## config.mk

```make
export PLATFORM = sky130hd
export DESIGN_NAME = bram_fifo_ctrl
export DESIGN_NICKNAME = d
export VERILOG_FILES = /design/src/rtl/bram_fifo_ctrl.sv
export SDC_FILE = /design/constraint.sdc
export NUM_CORES = 1
export LEC_CHECK = 0
export CELL_PAD_IN_SITES_DETAIL_PLACEMENT = 1
export CELL_PAD_IN_SITES_GLOBAL_PLACEMENT = 2
export CORE_ASPECT_RATIO = 1.75
export CORE_MARGIN = 2
export CORE_UTILIZATION = 28
export CTS_BUF_LIST = sky130_fd_sc_hd__clkbuf_4 sky130_fd_sc_hd__clkbuf_8 sky130_fd_sc_hd__clkbuf_16
export CTS_CLUSTER_DIAMETER = 80
export DETAILED_ROUTE_END_ITERATION = 10
export PLACE_DENSITY = 0.81
export SYNTH_ARGS = -nofsm -noshare
export SYNTH_HDL_FRONTEND = slang
export SYNTH_SLANG_ARGS = --single-unit
```

## constraint.sdc

```tcl
create_clock -name clk -period 3.4 [get_ports clk]
set_clock_uncertainty 0.2 [all_clocks]
set_input_delay 0.68 -clock clk [delete_from_list [all_inputs] [get_ports clk]]
set_output_delay 0.68 -clock clk [all_outputs]
set_load 0.1 [all_outputs]
```

## src/rtl/bram_fifo_ctrl.sv

```systemverilog
// FWFT FIFO controller in front of a 1-cycle-latency dual-port RAM; a
// two-entry head/skid output buffer hides the RAM read latency.
module bram_fifo_ctrl #(
  parameter int RAM_DATA_WIDTH = 8,
  parameter int RAM_ADDR_WIDTH = 4
) (
  input  logic                      clk,
  input  logic                      rst_n,
  input  logic                      clr,
  input  logic                      wr_en,
  input  logic [RAM_DATA_WIDTH-1:0] wr_data,
  output logic                      full,
  output logic                      rd_valid,
  output logic [RAM_DATA_WIDTH-1:0] rd_data,
  input  logic                      rd_pop,
  output logic [RAM_ADDR_WIDTH+1:0] count,
  output logic                      wr_err,
  output logic                      rd_err,
  output logic                      ram_wr,
  output logic [RAM_ADDR_WIDTH-1:0] ram_wr_addr,
  output logic [RAM_DATA_WIDTH-1:0] ram_wr_data,
  output logic [RAM_ADDR_WIDTH-1:0] ram_rd_addr,
  input  logic [RAM_DATA_WIDTH-1:0] ram_rd_data
);

  localparam int AW = RAM_ADDR_WIDTH;
  localparam int DW = RAM_DATA_WIDTH;
  localparam logic [AW:0] DEPTH_C = {1'b1, {AW{1'b0}}};

  logic [AW-1:0] wr_ptr_r, rd_ptr_r;
  logic [AW:0]   mem_cnt_r, mem_cnt_n_s;
  logic [AW+1:0] count_r, count_n_s;
  logic          inflight_r;
  logic          head_v_r, skid_v_r, head_v_n_s, skid_v_n_s;
  logic [DW-1:0] head_r, skid_r, head_n_s, skid_n_s;
  logic          wr_err_r, rd_err_r;
  logic          full_s, push_s, pop_s, issue_s, wr_err_s, rd_err_s;
  logic [1:0]    occ_s;

  assign full_s = (mem_cnt_r == DEPTH_C);

  // Accept/pop/prefetch decisions; mem_cnt excludes this cycle's write so a read never hits the write address.
  always_comb begin
    push_s   = 1'b0;
    pop_s    = 1'b0;
    issue_s  = 1'b0;
    wr_err_s = 1'b0;
    rd_err_s = 1'b0;
    occ_s    = 2'd0;
    if (!clr) begin
      push_s   = wr_en && !full_s && rst_n;
      pop_s    = rd_pop && head_v_r;
      wr_err_s = wr_en && full_s;
      rd_err_s = rd_pop && !head_v_r;
      occ_s    = {1'b0, head_v_r} + {1'b0, skid_v_r} + {1'b0, inflight_r} - {1'b0, pop_s};
      issue_s  = (mem_cnt_r != {(AW+1){1'b0}}) && (occ_s < 2'd2);
    end else begin
      push_s = 1'b0;
    end
  end

  // Output buffer next state: captured RAM data fills head first, else skid; a pop shifts skid into head.
  always_comb begin
    head_v_n_s = head_v_r;
    skid_v_n_s = skid_v_r;
    head_n_s   = head_r;
    skid_n_s   = skid_r;
    case ({pop_s, inflight_r})
      2'b11: begin
        if (skid_v_r) begin
          head_n_s = skid_r;
          skid_n_s = ram_rd_data;
        end else begin
          head_n_s = ram_rd_data;
        end
      end
      2'b10: begin
        if (skid_v_r) begin
          head_n_s = skid_r;
        end else begin
          head_n_s = head_r;
        end
        head_v_n_s = skid_v_r;
        skid_v_n_s = 1'b0;
      end
      2'b01: begin
        if (!head_v_r) begin
          head_n_s   = ram_rd_data;
          head_v_n_s = 1'b1;
        end else begin
          skid_n_s   = ram_rd_data;
          skid_v_n_s = 1'b1;
        end
      end
      default: begin
        head_v_n_s = head_v_r;
      end
    endcase
  end

  assign mem_cnt_n_s = mem_cnt_r + {{AW{1'b0}}, push_s} - {{AW{1'b0}}, issue_s};
  assign count_n_s   = count_r + {{(AW+1){1'b0}}, push_s} - {{(AW+1){1'b0}}, pop_s};

  // State registers; clr flushes everything except the last presented rd_data.
  always_ff @(posedge clk or negedge rst_n) begin
    if (!rst_n) begin
      wr_ptr_r   <= {AW{1'b0}};
      rd_ptr_r   <= {AW{1'b0}};
      mem_cnt_r  <= {(AW+1){1'b0}};
      count_r    <= {(AW+2){1'b0}};
      inflight_r <= 1'b0;
      head_v_r   <= 1'b0;
      skid_v_r   <= 1'b0;
      head_r     <= {DW{1'b0}};
      skid_r     <= {DW{1'b0}};
      wr_err_r   <= 1'b0;
      rd_err_r   <= 1'b0;
    end else if (clr) begin
      wr_ptr_r   <= {AW{1'b0}};
      rd_ptr_r   <= {AW{1'b0}};
      mem_cnt_r  <= {(AW+1){1'b0}};
      count_r    <= {(AW+2){1'b0}};
      inflight_r <= 1'b0;
      head_v_r   <= 1'b0;
      skid_v_r   <= 1'b0;
      wr_err_r   <= 1'b0;
      rd_err_r   <= 1'b0;
    end else begin
      if (push_s) wr_ptr_r <= wr_ptr_r + AW'(1);
      if (issue_s) rd_ptr_r <= rd_ptr_r + AW'(1);
      mem_cnt_r  <= mem_cnt_n_s;
      count_r    <= count_n_s;
      inflight_r <= issue_s;
      head_v_r   <= head_v_n_s;
      skid_v_r   <= skid_v_n_s;
      head_r     <= head_n_s;
      skid_r     <= skid_n_s;
      wr_err_r   <= wr_err_s;
      rd_err_r   <= rd_err_s;
    end
  end

  assign full        = full_s;
  assign rd_valid    = head_v_r;
  assign rd_data     = head_r;
  assign count       = count_r;
  assign wr_err      = wr_err_r;
  assign rd_err      = rd_err_r;
  assign ram_wr      = push_s;
  assign ram_wr_addr = wr_ptr_r;
  assign ram_wr_data = wr_data;
  assign ram_rd_addr = rd_ptr_r;

endmodule

```

==> impl_results.md, run 1 <==
* Status: finished, final reports clean
* Post-route ant nets at 0
* Max_cap viols at 0
* Crit Path Class: reg -> reg
* Asr flop ratio synth at 100%
* Clk buf depth at 2
* Seq pwr share at 24.9%
* Crit path max-delay family: adder cells
* Top-area cell type share of the netlist area at 41.8%
* Hold Fails Final Rpt at 0
* Worst hold margin at 0.293 ns
* Pint at approximately 1.5 mW
* CTS tree: built
* Slowest CP cell: dfrtp_4
* Boundary pin count at 56
* Area Growth Syn to Fin at 28.5%
* Post-synth top area cell: dfrtp_1
* Hpwl dp at ~4200 µm
* Final Slew Violations at 0
* CTS buffer count at 5
* Share of cells above drive strength 1 at 30.7%
* Die area at 0.00934 mm²
* Sw power at between 1.5 and 2 mW
* R2r setup slk at 0.17 ns
* Reg2reg end: mem_cnt_r[4]
* Final setup fails at 0
* Dominant synthesized flop cell: dfrtp_1
* Die Height at ~130 µm
* Post-synth cell types at 41
* Fillers at 947
* GRT Util Overall at 13.3%
* First-pass DRT Iterations at 4
* WL final at 5700 µm
* Root Buffer: clkbuf_16
* Nature of the critical path endpoint: register
* Avg Inst Size Synth at 10.2 µm²
* VDD IR max at 0.000743 V
* CP Launch Point: rd_valid
* H-tree depth reported by CTS at 2
* CP Launch Type: register
* R2R Path Start: rd_valid
* PD cells at 1010 mW/mm²
* Layout Nets at about 320
* Worst skew pair latency at 0.28 ns
* Synth top area cells: dfrtp_1 42%, ha_1 10%, mux2_2 7.5%
* Reg clk slew, reported paths at around 0.060 ns
* TNS Setup at 0 ns
* First-pass GRT wire length at 9650 µm
* Wirelength per Cell at 14.4 µm
* Initial antenna violation count at 0
* Residual DRC count at 0
* Dpl ws at -0.606 ns
* Core area at a little over 0.008 mm²
* CP endpoint: mem_cnt_r[4]
* Die Span X at 73.9 µm
* Synth Area in Compound Gates at 12.0%
* Peak Freq at 0.310 GHz
* Synth Area in Simple Gates at roughly 14%
* Slew margin rel. at a little under a third
* Grt ovf at 0
* Clock power frac at 14.7%
* Final Cycle Share at 95.0%
* Post-synth EDFFs at 0
* Initial core utilization at 28.8%
* Synthesized flop and latch total at 40
* Largest net degree at the start of global routing at 43
* RSZ-0062 raised after global routing: no
* Post-Synth Adder-Cell Area at 12.1%
* Crit-path max FO at 2
* Vias in the first global route at slightly above 2k
* Worst-Margin Slew at 1.03 ns
* Final Critical Period at approximately 3.2 ns
* Port bufs at 39
* CTS Sinks at 40
* Synth warn at 0
* Post-Synth XOR/XNOR Area at 3.66%
* HP Start: rd_data[6]
* Post-Syn Instances at about 240
* Final setup margin at roughly 0.17 ns
* Critical Path RT at 3.37 ns
* Leak pwr at 1.43 nW
* R2r worst-path depth at 16
* Via/cell ratio at approximately 4.7
* Worst Path Buf+Inv at 3
* First DRT Iteration DRCs at 59
* Register area share after synthesis at 41.8%
* Multiplexer area fraction after synthesis at 8.36%
* Net Sw Frac at 50.2%
* Via count at 1859
* Netlist Area Pre-Place at approximately 0.0024 mm²
* Critical path's largest stage delay at 0.46 ns
* Hold Path Class: reg -> reg
* Logic pwr share at 60.4%
* Critical path, cell by cell: and2_4 > ha_4 > inv_2 > ha_4 > a21oi_4 > xnor2_2 > nor3_2 > ha_1 > inv_2 > ha_4 > inv_2 > fa_2 > nor2b_2 > o21bai_1 > a21oi_1 > nor3b_2
* Crit path arrival time at 3.19 ns
* Syn Nets at 278
* Row cnt at 44
* Antenna fix cells at 0
* Largest family of logic cells by synthesized area: simple AND/OR/NAND/NOR gates
* Routability Congestion at 0.765
* Critical path depth at 16
[tightest hold or removal path, delay by kind of cell, from the launching register on]
kind             cells  cell delay (ns)
AND/OR/NAND/NOR      1             0.05
AO/OA/AOI/OAI        1             0.06
flip-flops           1             0.35
[worst min-delay path by stage]
stage | slack, ns | end | cells past startpoint
2_1_floorplan | 0.18 | count[0] | 0
3_3_place_gp | 0.27 | rd_data[5] | 2
3_5_place_dp | 0.28 | rd_data[6] | 2
4_1_cts | 0.30 | rd_data[6] | 2
5_1_grt | 0.32 | rd_data[1] | 2
6_report | 0.29 | rd_data[6] | 2
[flip-flops by register name, summed over array words and instances (netlist names)]
register / cells
count: 6
inflight_r: 1
mem_cnt_r: 5
ram_rd_addr: 4
ram_wr_addr: 4
rd_data: 8
rd_err: 1
rd_valid: 1
skid_r: 8
skid_v_r: 1
wr_err: 1
[logic make-up after synthesis]
group                    after synthesis
AO/OA/AOI/OAI                         48
XOR/XNOR                              10
adder cells (fa/ha/maj)               22
buffers and inverters                 38
flip-flops                            40
multiplexers                          18
AND/OR/NAND/NOR                       59
[power groups by stage]
| stage | Clock (mW) | Sequential (mW) | Combinational (mW) |
|---|---|---|---|
| final | 0.457 | 0.771 | 1.87 |
| after global routing | 0.485 | 0.802 | 2.02 |
| after CTS | 0.472 | 0.775 | 1.88 |
| after detailed placement | 0 | 0.780 | 1.81 |
| after global placement | 0 | 0.772 | 1.77 |
| after floorplan | 0 | 1.37 | 0.809 |
[through the flow]
stage / cells / utilization (%) / power, mW / instance area (µm²)
6_report: 395 / 37.0 / 3.10 / 3080
5_1_grt: 395 / 37.0 / 3.31 / 3080
4_1_cts: 395 / 37.0 / 3.13 / 3070
3_5_place_dp: 387 / 34.7 / 2.59 / 2880
3_3_place_gp: 387 / 34.7 / 2.55 / 2880
2_1_floorplan: 235 / - / 2.18 / 2410
[timing repair]
action,4_1_cts,5_1_grt
cloned,0,0
gates resized for setup,11,3
setup endpoints to repair,3,1
pin swaps,10,5
buffers inserted,1,0
hold buffers,0,0
[cells in the mapped netlist, drive strengths merged (2+ instances only)]
master   n
dfrtp   40
nor2b    5
nor3b    3
xor2     4
clkbuf   6
xnor2    6
buf     11
and3     3
nor3     4
a21oi   12
a21o     4
or4      2
mux2    16
mux2i    2
fa       2
and4     2
o21ai   19
inv     21
and2     2
nor2    12
a22oi    8
nand3    2
nand2   17
o31ai    2
ha      20
[final cells by class]
cell class / count / area (µm²) / area share [%]
Sequential cell: 40 / 1000 / 32.6
Clock buffer: 6 / 133 / 4.31
Multi-Input combinational cell: 157 / 1270 / 41.2
Inverter: 21 / 78.8 / 2.56
Tap cell: 115 / 144 / 4.67
Clock inverter: 1 / 5.00 / 0.163
Timing Repair Buffer: 55 / 445 / 14.5
[placed cells by master (no fill, tap or decap), types with 3 or more instances in the layout]
cell type,count
a21o_1,4
a21oi_1,11
a22oi_1,8
and3_1,3
buf_4,42
clkbuf_16,5
clkdlybuf4s50_1,10
dfrtp_1,39
ha_1,17
ha_4,3
inv_1,18
inv_2,3
mux2_2,16
nand2_1,17
nor2_1,12
nor2b_1,4
o21ai_0,19
xnor2_1,5
xor2_1,4
[metal layers]
layer  global-route usage (%)  wire length [µm]
met1                     14.5              2180
met2                     24.6              3190
met3                     2.38               206
met4                     4.81               127
met5                        0                 0
(Power assumes the default switching activity.)
==> run 2: changes to the inputs <==
--- a/config.mk
+++ b/config.mk
@@ -5,6 +5,7 @@
 export SDC_FILE = /design/constraint.sdc
 export NUM_CORES = 1
 export LEC_CHECK = 0
+export ABC_CLOCK_PERIOD_IN_PS = 3400
 export CELL_PAD_IN_SITES_DETAIL_PLACEMENT = 1
 export CELL_PAD_IN_SITES_GLOBAL_PLACEMENT = 2
 export CORE_ASPECT_RATIO = 1.75
@@ -13,7 +14,7 @@
 export CTS_BUF_LIST = sky130_fd_sc_hd__clkbuf_4 sky130_fd_sc_hd__clkbuf_8 sky130_fd_sc_hd__clkbuf_16
 export CTS_CLUSTER_DIAMETER = 80
 export DETAILED_ROUTE_END_ITERATION = 10
-export PLACE_DENSITY = 0.81
+export PLACE_DENSITY = 0.88
 export SYNTH_ARGS = -nofsm -noshare
 export SYNTH_HDL_FRONTEND = slang
 export SYNTH_SLANG_ARGS = --single-unit
==> run 2 against run 1 <==
- combinational power barely moved
- critical path depth did not move
- largest cell class unchanged
- worst hold slack got worse by 0.015 ns
- critical path type unchanged
- via count fell by 0.54%
- register-to-register slack got worse by 0.03 ns
- die area did not move
- wire length rose by 3.0%
- global-route usage rose by 0.47 points
- utilization fell by 0.090 points
- total power rose by 1.1%
==> impl_results.md, run 2 (synthesis gave the netlist of run 1 again) <==
* Initial core utilization at 28.8% (unchanged)
* TNS Setup at 0 ns (unchanged)
* Crit path max-delay family: adder cells (unchanged)
* Routability Congestion at 0.751 (was 0.765)
* WL final at 5870 µm (was 5700 µm)
* Residual DRC count at 0 (unchanged)
* Seq pwr share at 24.6% (was 24.9%)
* Share of cells above drive strength 1 at 30.5% (was 30.7%)
* Area Growth Syn to Fin at 28.2% (was 28.5%)
* Net Sw Frac at 49.9% (was 50.2%)
* Slew margin rel. at 32.1% (was 31.3%)
* CTS tree: built (unchanged)
* Vias in the first global route at 1997 (was 2063)
* Commonest non-fill, non-tap cell in the layout: buf_4 (unchanged)
* Via count at 1849 (was 1859)
* Grt ovf at 0 (unchanged)
* Max_cap viols at 0 (unchanged)
* First-pass DRT Iterations at 4 (unchanged)
* Placed Area at 0.00286 mm² (was 0.00288 mm²)
* Initial antenna violation count at 0 (unchanged)
* CP Launch Type: register (unchanged)
* Cell total after placement at 384 (was 387)
* R2R Path Start: rd_valid (unchanged)
* Hold Fails Final Rpt at 0 (unchanged)
* Wl on met1 at 2220 µm (was 2180 µm)
* Boundary pin count at 56 (unchanged)
* Dpl ws at -0.638 ns (was -0.606 ns)
* Clock power frac at 15.2% (was 14.7%)
* Crit path arrival time at 3.23 ns (was 3.19 ns)
* Reg clk slew, reported paths at 0.06 ns (about the same)
* GRT Util Overall at 13.8% (was 13.3%)
* Layout Nets at 321 (was 323)
* Worst skew pair latency at 0.29 ns (was 0.28 ns)
* Final Slew Violations at 0 (unchanged)
* Row cnt at 44 (unchanged)
* Status: finished, final reports clean (unchanged)
* Hold Path Class: in -> async (was reg -> reg)
* PD cells at 1020 mW/mm² (was 1010 mW/mm²)
* Crit Path Class: reg -> reg (unchanged)
* Fin cells at 394 (was 395)
* Critical Path RT at 3.37 ns (about the same)
* Final Critical Period at 3.26 ns (was 3.23 ns)
* Largest net degree at the start of global routing at 43 (unchanged)
* Die Height at 126 µm (unchanged)
* Reg2reg end: mem_cnt_r[4] (unchanged)
* Top layer in use: met4 (unchanged)
* CTS buffer count at 5 (unchanged)
* CTS Sinks at 40 (unchanged)
* Hpwl dp at 4290 µm (was 4190 µm)
* RSZ-0062 raised after global routing: no (unchanged)
* Power, Total at 3.14 mW (was 3.10 mW)
* Most frequent cells in the layout: 40 x buf_4, 39 x dfrtp_1, 19 x inv_1, 19 x o21ai_0, 18 x ha_1 (was 42 x buf_4, 39 x dfrtp_1, 19 x o21ai_0)
* Design area at 0.00307 mm² (was 0.00308 mm²)
* Slowest CP cell: dfrtp_4 (unchanged)
* Logic pwr share at 60.2% (was 60.4%)
* Met3 Routed Length at 226 µm (was 206 µm)
* Port bufs at 39 (unchanged)
* Via/cell ratio at 4.69 (was 4.71)
* Die Span X at 73.9 µm (unchanged)
* Leak pwr at 1.44 nW (was 1.43 nW)
* Fillers at 959 (was 947)
* Core area at 0.00831 mm² (unchanged)
* Nature of the critical path endpoint: register (unchanged)
* Final Cycle Share at 96.0% (was 95.0%)
* Root Buffer: clkbuf_16 (unchanged)
* Hold_buf cts at 0 (unchanged)
* Met2 wire length at 3270 µm (was 3190 µm)
* Pint at 1.57 mW (was 1.54 mW)
* R2r worst-path depth at 16 (unchanged)
* Critical path, cell by cell: and2_4 > ha_4 > inv_1 > ha_1 > a21oi_2 > xnor2_2 > nor3_2 > ha_1 > inv_2 > ha_4 > inv_2 > fa_2 > nor2b_4 > o21bai_4 > a21oi_2 > nor3b_2 (was and2_4 > ha_4 > inv_2 > ha_4 > a21oi_4 > xnor2_2 > nor3_2 > ha_1 > inv_2 > ha_4 > inv_2 > fa_2 > nor2b_2 > o21bai_1 > a21oi_1 > nor3b_2)
* R2r setup slk at 0.14 ns (was 0.17 ns)
* Peak Freq at 0.307 GHz (was 0.310 GHz)
* First DRT Iteration DRCs at 50 (was 59)
* Post-route ant nets at 0 (unchanged)
* First-pass GRT wire length at 9770 µm (was 9650 µm)
* Critical path's largest stage delay at 0.47 ns (was 0.46 ns)
* Final setup fails at 0 (unchanged)
* Antenna fix cells at 0 (unchanged)
* Worst-Margin Slew at 1.01 ns (was 1.03 ns)
* H-tree depth reported by CTS at 2 (unchanged)
* Worst Path Buf+Inv at 3 (unchanged)
* Final setup margin at 0.137 ns (was 0.171 ns)
* Crit-path max FO at 2 (unchanged)
* Sw power at 1.56 mW (about the same)
* Die area at 0.00934 mm² (unchanged)
* Wirelength per Cell at 14.9 µm (was 14.4 µm)
* Clk buf depth at 2 (unchanged)
* VDD IR max at 0.000576 V (was 0.000743 V)
run 2: power by group through the flow:
| stage | logic (mW) | registers [mW] | clock network (mW) |
|---|---|---|---|
| 5_1_grt | 2.05 | 0.797 | 0.517 |
| 3_5_place_dp | 1.80 | 0.782 | 0 |
| 3_3_place_gp | 1.75 | 0.772 | 0 |
| 6_report | 1.89 | 0.772 | 0.475 |
| 4_1_cts | 1.86 | 0.776 | 0.494 |
| 2_1_floorplan | 0.809 | 1.37 | 0 |
run 2: metal layers:
layer	up-vias	GRT usage, %
met5	-	0
met4	0	6.42
met3	10	3.26
met2	39	24.7
met1	918	14.6
li1	882	-
run 2: worst max path at each step:
stage	start	endpoint	cells after the start	slack (ns)
finish	rd_valid	mem_cnt_r[4]	16	0.14
global route	rd_valid	mem_cnt_r[4]	16	0.002
CTS	rd_valid	mem_cnt_r[4]	16	0.02
detailed placement	rd_pop	mem_cnt_r[4]	17	-0.64
global placement	rd_pop	mem_cnt_r[4]	17	-0.55
floorplan	rd_valid	mem_cnt_r[4]	16	-0.02
run 2: per-stage QoR:
| stage | utilization (%) | hold slack [ns] |
|---|---|---|
| after floorplan | - | 0.184 |
| after global placement | 34.4 | 0.265 |
| after detailed placement | 34.4 | 0.280 |
| after CTS | 36.6 | 0.293 |
| after global routing | 36.9 | 0.324 |
| final | 36.9 | 0.278 |
run 2: cell type report:
type	count	area, µm²	share of cell area (%)
multi-input combinational	157	1270	41.3
sequential	40	1000	32.7
timing repair buffer	53	430	14.0
tap	115	144	4.69
clock buffer	7	140	4.56
inverter	21	78.8	2.57
clock inverter	1	5.00	0.163
run 2: repair_timing:
item	in CTS	in global routing
setup endpoints to repair	3	2
cloned	0	0
pin swaps	10	8
buffers inserted	2	0
gates resized for setup	10	6
==> run 3: changes to the inputs <==
--- a/config.mk
+++ b/config.mk
@@ -13,6 +13,7 @@
 export CORE_UTILIZATION = 28
 export CTS_BUF_LIST = sky130_fd_sc_hd__clkbuf_4 sky130_fd_sc_hd__clkbuf_8 sky130_fd_sc_hd__clkbuf_16
 export CTS_CLUSTER_DIAMETER = 80
+export CTS_CLUSTER_SIZE = 10
 export DETAILED_ROUTE_END_ITERATION = 10
 export PLACE_DENSITY = 0.88
 export SYNTH_ARGS = -nofsm -noshare
==> results of run 3 <==
Final layout, timing and power as in run 2 (identical DEF).
